## src/rtl/encoder_8to3.sv

```systemverilog
// Debounced 8-to-3 priority encoder: synchronizes the request lines, waits for
// CNT_MAX+1 cycles of stability, then commits the highest set bit index.
module encoder_8to3 #(
  parameter logic [19:0] CNT_MAX = 20'd999_999
) (
  input  logic       sys_clk,
  input  logic       sys_rst_n,
  input  logic [7:0] in,
  output logic [2:0] out,
  output logic       out_valid,
  output logic       hit,
  output logic       multi_hot
);

  typedef enum logic [1:0] {
    IDLE   = 2'd0,
    FILTER = 2'd1,
    STABLE = 2'd2
  } state_t;

  state_t      r_state;
  logic [19:0] r_cnt;
  logic [7:0]  r_sync1;
  logic [7:0]  r_in_s;
  logic [7:0]  r_in_d;
  logic [2:0]  r_out;
  logic        r_out_valid;
  logic        r_hit;
  logic        r_multi_hot;
  logic        w_change;

  function automatic logic [2:0] highest_index(input logic [7:0] v);
    logic [2:0] idx;
    idx = 3'd0;
    for (int i = 0; i < 8; i++) begin
      if (v[i]) begin
        idx = 3'(i);
      end else begin
        idx = idx;
      end
    end
    return idx;
  endfunction

  // Clearing the lowest set bit leaves something only if two or more were set.
  function automatic logic more_than_one(input logic [7:0] v);
    return (v & (v - 8'd1)) != 8'd0;
  endfunction

  assign w_change = (r_in_s != r_in_d);

  // Synchronizer, stability counter and commit FSM.
  always_ff @(posedge sys_clk or negedge sys_rst_n) begin
    if (!sys_rst_n) begin
      r_sync1     <= 8'd0;
      r_in_s      <= 8'd0;
      r_in_d      <= 8'd0;
      r_state     <= IDLE;
      r_cnt       <= 20'd0;
      r_out       <= 3'd0;
      r_out_valid <= 1'b0;
      r_hit       <= 1'b0;
      r_multi_hot <= 1'b0;
    end else begin
      r_sync1     <= in;
      r_in_s      <= r_sync1;
      r_in_d      <= r_in_s;
      r_out_valid <= 1'b0;
      case (r_state)
        IDLE, STABLE: begin
          if (w_change) begin
            r_state <= FILTER;
            r_cnt   <= 20'd0;
          end else begin
            r_state <= r_state;
          end
        end
        FILTER: begin
          if (w_change) begin
            r_cnt <= 20'd0;
          end else if (r_cnt == CNT_MAX - 20'd1) begin
            r_state <= STABLE;
            r_cnt   <= 20'd0;
            if (r_in_s != 8'd0) begin
              r_out       <= highest_index(r_in_s);
              r_hit       <= 1'b1;
              r_multi_hot <= more_than_one(r_in_s);
              r_out_valid <= 1'b1;
            end else begin
              // An all-zero commit clears the flags but keeps the last index.
              r_hit       <= 1'b0;
              r_multi_hot <= 1'b0;
            end
          end else begin
            r_cnt <= r_cnt + 20'd1;
          end
        end
        default: begin
          r_state <= IDLE;
          r_cnt   <= 20'd0;
        end
      endcase
    end
  end

  assign out       = r_out;
  assign out_valid = r_out_valid;
  assign hit       = r_hit;
  assign multi_hot = r_multi_hot;

endmodule

```

## config.mk

```make
export PLATFORM = sky130hd
export DESIGN_NAME = encoder_8to3
export DESIGN_NICKNAME = d
export VERILOG_FILES = /design/src/rtl/encoder_8to3.sv
export SDC_FILE = /design/constraint.sdc
export NUM_CORES = 1
export LEC_CHECK = 0
export ABC_AREA = 1
export BUFFER_PORTS_ARGS = -buffer_cell sky130_fd_sc_hd__buf_4
export CELL_PAD_IN_SITES_DETAIL_PLACEMENT = 1
export CELL_PAD_IN_SITES_GLOBAL_PLACEMENT = 1
export CORE_MARGIN = 8
export CORE_UTILIZATION = 30
export CTS_CLUSTER_DIAMETER = 60
export DETAILED_ROUTE_END_ITERATION = 10
export PLACE_DENSITY_LB_ADDON = 0.1
export SLEW_MARGIN = 20
export SYNTH_ARGS = -nofsm -noshare
export SYNTH_HDL_FRONTEND = slang
export SYNTH_SLANG_ARGS = --single-unit
```

## constraint.sdc

```tcl
create_clock -name sys_clk -period 4.2 [get_ports sys_clk]
set_clock_uncertainty 0.15 [all_clocks]
set_input_delay 0.42 -clock sys_clk [delete_from_list [all_inputs] [get_ports sys_clk]]
set_output_delay 0.42 -clock sys_clk [all_outputs]
set_load 0.05 [all_outputs]
```

==> results of run 1 <==
## area by class of cell
type                       instances  area (um2)  area share [%]
sequential                        52        1300            44.5
multi-input combinational        243        1130            38.6
inverter                          40         150            5.14
tap                              108         135            4.63
timing repair buffer              15         113            3.85
clock buffer                       5        68.8            2.36
clock inverter                     3        25.0           0.857
## worst max-delay path: stages, from the launching register on
cell,delay [ns]
dfrtp_1,0.52
nand2_1,0.10
nand2_1,0.09
nand2_1,0.07
nor2_2,0.17
nand3_4,0.35
nand2_4,0.32
nand2_1,0.08
nor2_1,0.10
## cell families (layout without fill, tap and decap cells)
kind of cell | count (synthesis) | in the layout | share of synthesized area, %
AND/OR/NAND/NOR | 208 | 208 | 34.0
flip-flops | 52 | 52 | 49.4
buffers and inverters | 45 | 63 | 7.83
AO/OA/AOI/OAI | 30 | 30 | 6.83
adder cells (fa/ha/maj) | 2 | 2 | 0.949
XOR/XNOR | 2 | 2 | 0.665
multiplexers | 1 | 1 | 0.380
## layer usage
layer	GRT usage [%]	wire length [um]	vias up
met2	17.7	2720	20
li1	-	-	1103
met5	0	0	-
met4	2.60	44	0
met3	2.58	174	4
met1	16.7	3470	1061
## registers in the layout, indices dropped and copies added, names as in the netlist
name,cells
out_valid,1
r_state,2
r_sync1,8
out,3
r_in_s,8
hit,1
r_in_d,8
r_cnt,20
multi_hot,1
## metrics by stage
stage / worst slack (ns) / hold slack [ns] / area [um2]
after floorplan: 2.50 / -0.0256 / 2640
after global placement: 2.23 / 0.183 / 2830
after detailed placement: 2.16 / 0.186 / 2830
after CTS: 2.16 / 0.0140 / 2920
after global routing: 1.94 / 0.0335 / 2920
final: 2.18 / -0.0420 / 2920
## worst max path at each step
| stage | from | slack [ns] | endpoint | cells after the start |
|---|---|---|---|---|
| floorplan | r_cnt[0] | 2.50 | r_cnt[18] | 10 |
| global placement | r_in_s[4] | 2.23 | r_state[0] | 8 |
| detailed placement | r_in_s[4] | 2.16 | r_cnt[12] | 8 |
| CTS | r_in_s[4] | 2.16 | r_cnt[7] | 8 |
| global route | r_cnt[0] | 1.94 | r_cnt[18] | 10 |
| finish | r_in_s[4] | 2.18 | r_cnt[12] | 8 |
## cell usage after synthesis
cell	count	area (um2)
buf_6	3	33.8
o22ai_1	1	6.26
inv_1	35	131
nand3_1	29	145
nor3_1	7	35.0
nand3_4	1	17.5
a21oi_2	7	61.3
buf_8	1	15.0
and2_0	1	6.26
o21ai_1	4	20.0
xnor2_1	2	17.5
mux2i_1	1	10.0
o21ai_0	6	30.0
nand2_2	1	6.26
ha_1	2	25.0
nor2_4	2	22.5
buf_4	1	7.51
o211ai_1	1	7.51
inv_2	5	18.8
nand3_2	1	10.0
and2_1	1	6.26
nor2_1	53	199
nor2_2	1	6.26
a21oi_1	11	55.1
nand2_1	103	387
nand2_4	1	11.3
dfrtp_1	52	1300
nand4_1	7	43.8
## power groups by stage
stage / clock network (uW) / registers (uW) / logic (uW)
after floorplan: 0 / 530 / 28.6
after global placement: 0 / 533 / 50.3
after detailed placement: 0 / 533 / 51.3
after CTS: 328 / 524 / 51.6
after global routing: 339 / 526 / 57.8
final: 315 / 523 / 49.4
==> impl_metrics.tcl, run 1 <==
set metrics [dict create \
    endpoint_kind "register" \
    p_switching_uw 237 \
    postRouteWirelength_um 6410 \
    drv_slew 0 \
    ios 16 \
    antenna_found_initial 0 \
    wl_per_cell_um 13.8 \
    viasPerCell 4.70 \
    tightest_slew_ns 0.691 \
    cts_resized 0 \
    arrival_ns 2.12 \
    area.growth.synth_to_final_pct 10.8 \
    cts_made_buffers 5 \
    initial_core_util_pct 30.5 \
    cts_root_buf "clkbuf_8" \
    die-width_um 110 \
    final_cell_mix "nand2_1, nor2_1, dfrtp_1" \
    seqPwrFrac_pct 58.9 \
    r2r_cells 8 \
    rrSetupSlack_ns 2.18 \
    cap_violations 0 \
    grt_use_total_pct 11.7 \
    status "complete, but fails checks" \
    yosys_warnings 0 \
    hpwl_um 4800 \
    ys_ff_latch 52 \
    min_period_ns 2.02 \
    critical_path_class "reg -> reg" \
    cts_setup_buffers 0 \
    diodes 0 \
    r2r-end "r_cnt[12]" \
    max_slew_margin_pct 53.9 \
    port_buffers 15 \
    synthCells 340 \
    synthesis.nets 352 \
    final_layout_size_suffix_gt1_share_pct 11.7 \
    drc_errors 0 \
    power.internal_uw 651 \
    fin_tns_setup_ns 0 \
    clk_pin_slew_worst_paths_ns 0.11 \
    violations "negative hold slack" \
    die_y_um 110 \
    cts_tree "yes" \
    cts_max_level 2 \
    first_pass_iters 4 \
    sw_frac_of_total_pct 26.6 \
    clock_latency_ns 0.31 \
    rsz0062_at_grt "no" \
    placed_cells_incl_taps 458 \
    crit_required_ns 4.30 \
    setup-violations-final 0 \
    postRouteAntennaNets 0 \
    syn-cell-area_um2 2640 \
    n_fill_cell 1099 \
    cp-start-kind "register" \
    p_per_area_nw_per_um2 304 \
    power_uw 888 \
    vias 2188 \
    p_leak_uw 0.00134 \
    synth_cell_types 28 \
    grt_overflow 0 \
    fmax_mhz 496 \
    first_iter_violations 64 \
    rows 34 \
    core_um2 8640 \
    hold-worst-slack_ns -0.0420 \
    ys_seq_area_share_pct 49.4 \
    gp_congestion 0.785 \
    comb_power_share_pct 5.6 \
    ctsHoldBuffers 0 \
    clk_path_buf_depth 2 \
    hold_violations 25 \
    path_max_fanout 30 \
    p_clk_share_pct 35.5 \
    layout.cells.non_filler 466 \
    final_nets 369 \
    ir_drop_uv 157 \
    avgSynthCellArea_um2 7.75 \
    dieArea_um2 12000 \
    hold_class "in -> async" \
    grt_pass1_vias 2234 \
    min_period_over_period_pct 48.0 \
    final_util_pct 33.8 \
    timing.rr.start "r_in_s[4]" \
    grt_max_degree 53 \
    cts.sinks 52 \
    grt_pass1_wl_um 11200 \
    final_common_cell "nand2_1" \
]
(Power assumes the default switching activity.)
==> run 2: changes to the inputs <==
Clock period 4.2 ns to 1.8 ns, I/O delays scaled along.
==> run 2 against run 1 <==
Compared with the run above: register-to-register slack lost 2.1 ns; core utilization is 4.6 points higher; highest routed layer unchanged; global-route usage increased by 0.26 points; routed wire length is 6.0% higher; first-iteration DRC count increased by 22%; largest power group unchanged; final area increased by 14%; the run now ends clean; via count grew 4.7%; sequential share of layout area is 5.3 points lower; power grew 140%.
==> impl_metrics.tcl, run 2 (same netlist as run 1, synthesis figures left out) <==
set metrics [dict create \
    crit_required_ns 1.86 \
    initial_core_util_pct 30.5 \
    setup-violations-final 0 \
    rrSetupSlack_ns 0.11 \
    cts_tree "yes" \
    seqPwrFrac_pct 57.5 \
    grt_pass1_vias 2249 \
    crit_slowest_cell "dfrtp_1" \
    fmax_mhz 591 \
    top_register "r_cnt" \
    crit_chain "inv_1 -> ha_4 -> nand3_1 -> nor2_2 -> nand3_2 -> nor2_2 -> nand2_2 -> nand2_1 -> o21ai_1" \
    pre_cts_ws_ns -0.0943 \
    p_clk_share_pct 35.5 \
    grt_overflow 0 \
    p_per_area_nw_per_um2 638 \
    arrival_ns 1.75 \
    grtUsageMet1_pct 17.7 \
    cts_max_level 2 \
    hold_violations 0 \
    die-width_um 110 \
    clock_latency_ns 0.32 \
    sw_frac_of_total_pct 26.7 \
    min_period_ns 1.69 \
    final_common_cell "nand2_1" \
    vias 2290 \
    core_um2 8640 \
    setup_ws_ns 0.109 \
    placed_cells_incl_taps 476 \
    area.growth.synth_to_final_pct 26.0 \
    path_max_fanout 5 \
    status "complete, no violations" \
    cts.sinks 52 \
    endpoint_kind "register" \
    antenna_found_initial 0 \
    grt_max_degree 53 \
    p_switching_uw 566 \
    largest_reg_flops 20 \
    max_slew_margin_pct 53.3 \
    hold_class "reg -> reg" \
    drv_slew 0 \
    tightest_slew_ns 0.701 \
    diodes 0 \
    ios 16 \
    comb_power_share_pct 7.0 \
    rows 34 \
    cpPeakStageDelay_ns 0.43 \
    clk_pin_slew_worst_paths_ns 0.11 \
    postRouteWirelength_um 6790 \
    final_nets 403 \
    power_uw 2120 \
    final_cell_mix "nand2_1, dfrtp_1, nor2_1" \
    critical_path_class "reg -> reg" \
    critPathTopFamily "simple AND/OR/NAND/NOR gates" \
    power.internal_uw 1550 \
    first_pass_iters 4 \
    gr-usage-met2_pct 17.3 \
    cp-start-kind "register" \
    rsz0062_at_grt "yes" \
    viasPerCell 4.58 \
    layout.cells.non_filler 500 \
    cts_made_buffers 5 \
    cp_num_buf_inv 1 \
    gp_congestion 0.816 \
    dieArea_um2 12000 \
    ir_drop_uv 314 \
    first_iter_violations 78 \
    drc_errors 0 \
    path_common_cell "nor2_2" \
    port_buffers 15 \
    cts_root_buf "clkbuf_8" \
    grt-busiest-layer "met1" \
    final_layout_size_suffix_gt1_share_pct 22.7 \
    die_y_um 110 \
    grt_pass1_wl_um 11200 \
    hpwl_um 5040 \
    use_met3_pct 2.29 \
    cap_violations 0 \
    clk_path_buf_depth 2 \
    p_leak_uw 0.00152 \
    wl_per_cell_um 13.6 \
    postRouteAntennaNets 0 \
    min_period_over_period_pct 93.9 \
    grt_use_total_pct 12.0 \
]
## run 2: cell types whose count changed in the layout (fill, tap and decap cells not counted), sizes merged
cell,before,now
buf,15,40
clkinvlp,1,0
dlygate4sd3,0,9
inv,42,43
## run 2: through the flow
step	TNS, ns	hold WS [ns]	instance area (um2)	util [%]
after floorplan	0	-0.266	2640	-
after detailed placement	-0.0981	0.130	2980	34.5
final	0	0.208	3320	38.5
after global routing	-0.0646	0.217	3320	38.5
after global placement	-0.164	0.126	2980	34.5
after CTS	-0.000900	0.213	3190	36.9
## run 2: final cells by class
cell class	instances	area, um2
Clock buffer	5	68.8
Inverter	40	150
Multi-Input combinational cell	243	1230
Clock inverter	3	28.8
Sequential cell	52	1310
Fill cell	1056	5310
Tap cell	108	135
Timing Repair Buffer	49	407
## run 2: layer usage
metal  vias up  part of all wire [%]
met5         -                     0
li1       1176                     -
met2        23                    42
met4         0                   1.1
met3         5                   3.5
met1      1086                    53
## run 2: final timing paths
kind	from	to	depth (start not counted)
hold / removal	r_sync1[5]	r_in_s[5]	0
setup / recovery	r_cnt[0]	out[1]	9
setup reg to reg	r_cnt[0]	out[1]	9
min in group asynchronous	sys_rst_n	r_sync1[6]	2
hold reg to reg	r_sync1[5]	r_in_s[5]	0
max in group asynchronous	sys_rst_n	r_in_s[0]	2
## run 2: power groups by stage
stage / sequential (uW) / clock, uW / combinational, uW
after detailed placement: 1240 / 0 / 129
after global routing: 1220 / 830 / 170
final: 1220 / 752 / 148
after floorplan: 1240 / 0 / 66.8
after CTS: 1220 / 792 / 145
after global placement: 1240 / 0 / 126
## run 2: timing repair
action	in CTS	in global routing
gates resized for setup	6	25
hold buffers	9	0
hold endpoints to repair	60	0
gates cloned	0	0
endpoints found under the setup margin	5	26
setup buffers	1	6
pin swaps	0	6
==> run 3: changes to the inputs <==
Settings changed: GPL_TIMING_DRIVEN from default to 0.
==> run 3 against run 2 <==
Compared with the run above: the flow now finishes with violations (negative setup slack); power down 0.89%; final cell count unchanged; sequential cell count unchanged; final area up 4.2%; die area unchanged; clock power down 3.6%; maximum frequency down 6.6%; setup slack worse by 0.12 ns.
==> impl_metrics.tcl, run 3 (same netlist as run 1, synthesis figures left out) <==
set metrics [dict create \
    cp_num_buf_inv 2 \
    min_period_over_period_pct 101 \
    viasPerCell 4.70 \
    crit_slowest_cell "dfrtp_1" \
    seq_area_um2 1310 \
    n_fill_cell 1048 \
    final_util_pct 40.1 \
    port_buffers 15 \
    ir_drop_uv 346 \
    p_per_area_nw_per_um2 606 \
    hold_violations 0 \
    cap_violations 0 \
    cts_max_level 2 \
    antenna_found_initial 0 \
    wl_per_cell_um 14.1 \
    area.growth.synth_to_final_pct 31.3 \
    arrival_ns 1.91 \
    hpwl_um 4920 \
    postRouteWirelength_um 7040 \
    fmax_mhz 553 \
    final_nets 403 \
    die-width_um 110 \
    hold_class "reg -> reg" \
    fin_area_um2 3460 \
    setup_ws_ns -0.00940 \
    layout.cells.non_filler 500 \
    clk_pin_slew_worst_paths_ns 0.10 \
    cts_tree "yes" \
    setup-violations-final 3 \
    hold-path-cell-count 0 \
    postRouteAntennaNets 0 \
    status "complete, but fails checks" \
    timing.rr.start "r_in_s[7]" \
    critPathTopFamily "simple AND/OR/NAND/NOR gates" \
    drv_slew 0 \
    core_um2 8640 \
    final_common_cell "nand2_1" \
    hold_path_startpoint "r_sync1[1]" \
    drc_errors 0 \
    first_iter_violations 63 \
    clk_path_buf_depth 2 \
    dieArea_um2 12000 \
    cp-start-kind "register" \
    path_max_fanout 5 \
    placed_cells_incl_taps 463 \
    cts_made_buffers 5 \
    crit_chain "buf_6 -> nand2_2 -> nand2_1 -> nor2_2 -> nand2_2 -> nor2_4 -> nand3_4 -> nand2_4 -> clkbuf_16 -> nand2_1 -> nor2_1" \
    initial_core_util_pct 30.5 \
    multi_input_comb_area_um2 1320 \
    grt_max_degree 53 \
    max_slew_margin_pct 54.4 \
    grt_pass1_vias 2262 \
    tightest_slew_ns 0.684 \
    vias 2352 \
    fin_tns_setup_ns -0.0181 \
    grt_use_total_pct 12.2 \
    endpoint_kind "register" \
    ios 16 \
    cpPeakStageDelay_ns 0.40 \
    diodes 0 \
    clock_latency_ns 0.31 \
    top_register "r_cnt" \
    min_period_ns 1.81 \
    hold_end "r_in_s[1]" \
    rows 34 \
    rrSetupSlack_ns -0.009 \
    cts.sinks 52 \
    violations "negative setup slack" \
    r2r_cells 11 \
    postPlaceCellArea_um2 2880 \
    largest_reg_flops 20 \
    grt_pass1_wl_um 11400 \
    final_layout_size_suffix_gt1_share_pct 30.4 \
    pre_cts_ws_ns -0.260 \
    crit_required_ns 1.90 \
    cts_root_buf "clkbuf_8" \
    r2r-end "r_cnt[8]" \
    die_y_um 110 \
    gp_congestion 0.783 \
    rsz0062_at_grt "yes" \
    p_leak_uw 0.00155 \
    critical_path_class "reg -> reg" \
    grt_overflow 0 \
    first_pass_iters 4 \
    final_cell_mix "nand2_1, dfrtp_1, nor2_1" \
]
## run 3: cell types whose count changed in the layout (fill, tap and decap cells not counted), sizes merged
| cell | change |
|---|---|
| inv | -2 |
| buf | -1 |
| clkbuf | +1 |
| clkinvlp | +2 |
## run 3: worst register-to-register path: stages (launching register included)
cell and delay (ns):
dfrtp_1 0.40, buf_6 0.14, nand2_2 0.06, nand2_1 0.06, nor2_2 0.14, nand2_2 0.08
nor2_4 0.16, nand3_4 0.12, nand2_4 0.15, clkbuf_16 0.17, nand2_1 0.05, nor2_1 0.08
## run 3: worst max path at each step
stage,startpoint,endpoint,slack (ns),cells after the start
6_report,r_in_s[7],r_cnt[8],-0.009,11
5_1_grt,r_in_s[7],r_cnt[4],-0.15,12
4_1_cts,r_cnt[1],r_cnt[18],0.002,10
3_5_place_dp,r_cnt[1],r_cnt[18],-0.26,10
3_3_place_gp,r_cnt[0],r_cnt[18],-0.24,10
2_1_floorplan,r_cnt[0],r_cnt[18],0.1,10
## run 3: through the flow
step,hold WS (ns),total power [uW]
after floorplan,-0.266,1300
after global placement,0.119,1360
after detailed placement,0.125,1360
after CTS,0.212,2130
after global routing,0.216,2210
final,0.208,2100
## run 3: repair_timing
item,in CTS,in global routing
pin swaps,5,14
hold endpoints to repair,60,0
cloned,0,1
buffers inserted,8,11
gates resized for setup,15,52
setup endpoints to repair,23,28
hold buffers,9,0
## run 3: power by group
part	internal (uW)	leakage, uW	switching [uW]
clock network	285	0.0000452	440
logic	68.7	0.000844	86.6
registers	1200	0.000659	23.3
total	1550	0.00155	550
## run 3: layout make-up
class                      count  share of cell area, %
multi-input combinational    243                   38.0
sequential                    52                   37.8
inverter                      40                   4.45
clock inverter                 3                  0.723
clock buffer                   5                   1.99
buffer                         5                   2.06
timing repair buffer          44                   11.1
tap                          108                   3.90
## run 3: layer usage
metal	part of all wire, %	track usage (%)	up-vias
met5	0	0	-
met4	1.1	3.47	0
met1	51	17.8	1139
met2	44	17.6	33
met3	3.9	2.40	5
li1	-	-	1175
